`src/rtl/piso_tx.sv`:
```
// Parallel-in, serial-out transmitter: one start bit (0), WIDTH data bits LSB first,
// one stop bit (1), each bit held CLKS_PER_BIT cycles; done pulses once per frame.
module piso_tx #(
   parameter int WIDTH        = 8,
   parameter int CLKS_PER_BIT = 4
) (
   input  logic             clk,
   input  logic             reset,
   input  logic [WIDTH-1:0] D,
   input  logic             E,
   output logic             ready,
   output logic             busy,
   output logic             Q,
   output logic             done
);

   localparam int CW = (CLKS_PER_BIT > 1) ? $clog2(CLKS_PER_BIT) : 1;
   localparam int IW = (WIDTH > 1) ? $clog2(WIDTH) : 1;
   localparam logic [CW-1:0] CNT_MAX = CW'(CLKS_PER_BIT - 1);
   localparam logic [IW-1:0] IDX_MAX = IW'(WIDTH - 1);

   typedef enum logic [1:0] {IDLE, START, DATA, STOP} state_t;

   state_t           state, state_n;
   logic [CW-1:0]    cnt, cnt_n;
   logic [IW-1:0]    idx, idx_n;
   logic [WIDTH-1:0] sh, sh_n;
   logic             q_n, done_n;

   logic bit_end;
   assign bit_end = (cnt == CNT_MAX);

   // NOTE: every signal gets its default before the case so no path leaves one unassigned (no latches).
   always_comb begin
      state_n = state;
      cnt_n   = cnt;
      idx_n   = idx;
      sh_n    = sh;
      done_n  = 1'b0;
      unique case (state)
         IDLE: begin
            if (E) begin
               sh_n    = D;
               cnt_n   = '0;
               idx_n   = '0;
               state_n = START;
            end
         end
         START: begin
            if (bit_end) begin
               cnt_n   = '0;
               idx_n   = '0;
               state_n = DATA;
            end else begin
               cnt_n = cnt + 1'b1;
            end
         end
         DATA: begin
            if (bit_end) begin
               cnt_n = '0;
               sh_n  = sh >> 1;
               if (idx == IDX_MAX) begin
                  state_n = STOP;
               end else begin
                  idx_n = idx + 1'b1;
               end
            end else begin
               cnt_n = cnt + 1'b1;
            end
         end
         STOP: begin
            if (bit_end) begin
               cnt_n   = '0;
               state_n = IDLE;
               done_n  = 1'b1;
            end else begin
               cnt_n = cnt + 1'b1;
            end
         end
         default: state_n = IDLE;
      endcase
   end

   // Line level is derived from the state being entered so Q can be a plain flop.
   always_comb begin
      q_n = 1'b1;
      unique case (state_n)
         IDLE:    q_n = 1'b1;
         START:   q_n = 1'b0;
         DATA:    q_n = sh_n[0];
         STOP:    q_n = 1'b1;
         default: q_n = 1'b1;
      endcase
   end

   // NOTE: sequential state uses non-blocking assignments so all flops update from pre-edge values.
   always_ff @(posedge clk or negedge reset) begin
      if (!reset) begin
         state <= IDLE;
         cnt   <= '0;
         idx   <= '0;
         sh    <= '0;
         Q     <= 1'b1;
         done  <= 1'b0;
      end else begin
         state <= state_n;
         cnt   <= cnt_n;
         idx   <= idx_n;
         sh    <= sh_n;
         Q     <= q_n;
         done  <= done_n;
      end
   end

   assign ready = (state == IDLE);
   assign busy  = ~ready;

endmodule

```
`config.mk`:
```
export PLATFORM = sky130hd
export DESIGN_NAME = piso_tx
export DESIGN_NICKNAME = d
export VERILOG_FILES = /design/src/rtl/piso_tx.sv
export SDC_FILE = /design/constraint.sdc
export NUM_CORES = 1
export LEC_CHECK = 0
export BUFFER_PORTS_ARGS = -buffer_cell sky130_fd_sc_hd__buf_2
export CAP_MARGIN = 20
export CORE_ASPECT_RATIO = 0.5
export CORE_MARGIN = 4
export CORE_UTILIZATION = 25
export CTS_CLUSTER_SIZE = 12
export DETAILED_ROUTE_END_ITERATION = 7
export PLACE_DENSITY = 0.46
export SETUP_SLACK_MARGIN = 0.4
export SLEW_MARGIN = 0
export SYNTH_ARGS = -nofsm -noshare
export SYNTH_HDL_FRONTEND = slang
export SYNTH_SLANG_ARGS = --single-unit
```
`constraint.sdc`:
```
create_clock -name clk -period 1.91 [get_ports clk]
set_input_delay 0.0955 -clock clk [delete_from_list [all_inputs] [get_ports clk]]
set_output_delay 0.0955 -clock clk [all_outputs]
set_load 0.01 [all_outputs]
```
==> metrics.yaml <==
status: "completed"
power.density_nw_per_um2: 1530
holdWs_ps: 98.4
stdcell_count: 144
max_slew_margin_pct: 74.4
postSynthCellCount: 78
synth_commonest_cells: "dfrtp_1 (16), a221o_1 (6), and2_1 (6)"
grt-busiest-layer: "met2"
synth_ff_type: "dfrtp_1"
nets: 120
antenna_found_initial: 0
rsz0062_at_grt: "true"
cts.sinks: 17
grt_max_degree: 18
hp-start: "D[0]"
gr-total-overflow: 0
synth_edf_count: 0
syn-mean-instance-area_um2: 11.0
dp_hpwl_mm: 1.36
fin_ws_ps: 204
drive_gt1_share_pct: 40.4
numCtsBuffers: 3
synth_cell_types: 27
drv_slew: 0
synth_top_area_cell: "dfrtp_1"
finalSetupViolations: 0
skew_ps: 3.12
start_util_pct: 27.3
crit_fanout: 2
yosysTopAreaCellShare_pct: 46.7
cts-root-buf: "clkbuf_8"
vias_per_cell: 4.86
grt_pass1_wl_mm: 3.17
period_needed_ps: 1710
tns_ps: 0
die_h_um: 49.4
synth.most_common_cell: "dfrtp_1"
ys_ff_latch: 17
drt_wl_total_mm: 1.88
vias: 700
ys_async_sr_fraction_pct: 100
synth_area_leaders: "dfrtp_1 (47%), a221o_1 (7.0%), ha_1 (5.8%)"
diodes: 0
clk_path_buf_depth: 2
p_leak_nw: 0.541
synth_area_um2: 857
required_ps: 2080
dp_cells: 130
wl_per_cell_um: 13.0
grt_use_met2_pct: 14.7
yosys_warnings: 0
coreArea_um2: 3140
dieArea_um2: 4490
met3_usage_pct: 3.85
drt_iter0_markers: 40
drtPass1Iterations: 4
vdd.ir_drop.worst_mv: 0.305
grt_pass1_vias: 720
worstMarginPinSlew_ps: 382
area_growth_pct: 35.8
pre_cts_ws_ps: 124
yosysSeqAreaShare_pct: 49.8
fp.dieW_um: 90.8
critPathArrivalTime_ps: 1880
r2r-start: "idx[0]"
grt_use_met1_pct: 10.5
hold_class: "primary input to flop"
postRouteAntennaNets: 0
crit_start: "idx[0]"
clkLatencyLatePin_ps: 250
drv_cap: 0
drcViolationCount: 0
path_clk_slew_ps: 60
row_count: 14
period_share_pct: 89.3
startpoint_type: "flop"
worstSetupEndpointType: "flop"
cts_tree: "built"
path_class: "flop to flop"
io_pins: 15
io_buffers: 14
power_mw: 1.78
syn-num-nets: 93
hold_viol_final: 0
grt_usage_pct: 8.84
fmax_ghz: 0.586
place_congestion: 0.760
htreeDepth: 1
==> worst max-delay path, cell delays in order (launching register included) <==
cell and delay [ps]:
dfrtp_1 390, ha_2 210, ha_4 160, a311oi_2 220
a21oi_1 70, ha_1 290, a311oi_1 210, a311oi_1 70
==> state kept, by name, summed over array words and instances (netlist names) <==
| register | count |
|---|---|
| idx | 3 |
| done | 1 |
| state | 2 |
| Q | 1 |
| cnt | 2 |
| sh | 8 |
==> metrics by stage <==
step	cell area, µm²	utilization [%]
floorplan	876	-
global placement	983	31.4
detailed placement	983	31.4
CTS	1090	34.7
global route	1160	37.1
finish	1160	37.1
==> kinds of logic (layout without fill, tap and decap cells) <==
| group | Yosys count | after routing | share of synthesized area, % |
|---|---|---|---|
| and+or+nand+nor | 23 | 23 | 16.4 |
| AOI/OAI and AO/OA | 21 | 21 | 19.0 |
| DFF | 17 | 17 | 49.8 |
| buffers and inverters | 9 | 35 | 4.23 |
| adders and majority gates | 4 | 4 | 5.84 |
| muxes | 3 | 3 | 3.80 |
| xor gates and xnor gates | 1 | 1 | 1.02 |
==> power by group <==
group	internal [mW]	leakage (nW)	switching, mW	total, mW
clock	0.145	0.0255	0.120	0.265
sequential	0.527	0.211	0.123	0.649
combinational	0.465	0.305	0.403	0.868
==> metal layers <==
layer  wire length, µm  vias to the layer above
met4                45                        0
li1                  -                      339
met5                 0                        -
met1               859                      345
met2               883                       11
met3                89                        5
==> area by class of cell <==
type | count | area [µm²]
Fill cell | 320 | 1970
Multi-Input combinational cell | 52 | 454
Sequential cell | 17 | 428
Timing Repair Buffer | 26 | 166
Tap cell | 40 | 50.0
Clock buffer | 3 | 41.3
Inverter | 5 | 18.8
Clock inverter | 1 | 5.00
==> what timing repair did <==
item,CTS,global route
hold buffers,1,0
buffers inserted,4,5
endpoints found under the hold margin,16,0
pin swaps,1,9
gates resized for setup,6,7
setup endpoints to repair,10,11
==> path summary, 6_finish.rpt <==
| kind | end | slack (ps) | cells past startpoint |
|---|---|---|---|
| worst min-delay path | sh[0] | 100 | 3 |
| worst max register to register | Q | 200 | 7 |
| min in group asynchronous | sh[7] | 290 | 2 |
| worst min register to register | sh[5] | 520 | 1 |
| max in group asynchronous | Q | 1300 | 2 |
| worst max-delay path | Q | 200 | 7 |
==> layout by cell type (no fill, tap or decap) <==
cell,n
nor2b_1,2
clkbuf_8,3
or2_4,1
a311oi_2,1
dfrtp_1,15
and2_1,6
inv_1,5
dfrtp_2,1
o21ai_0,3
a21oi_1,2
mux2i_2,1
nand2_1,5
xnor2_1,1
dlygate4sd3_1,1
buf_4,10
and4b_1,1
o31ai_1,1
nand3b_1,2
and4bb_2,1
nor3b_2,1
nor2_1,3
dfstp_2,1
a22o_1,2
ha_4,2
mux2_2,1
a311oi_1,2
ha_1,1
a221o_1,6
buf_6,1
clkinv_2,1
buf_2,14
a31oi_1,2
a21oi_4,1
o2bb2ai_1,1
mux2_4,1
and3b_1,1
ha_2,1
Power figures use the tool's default switching activity.
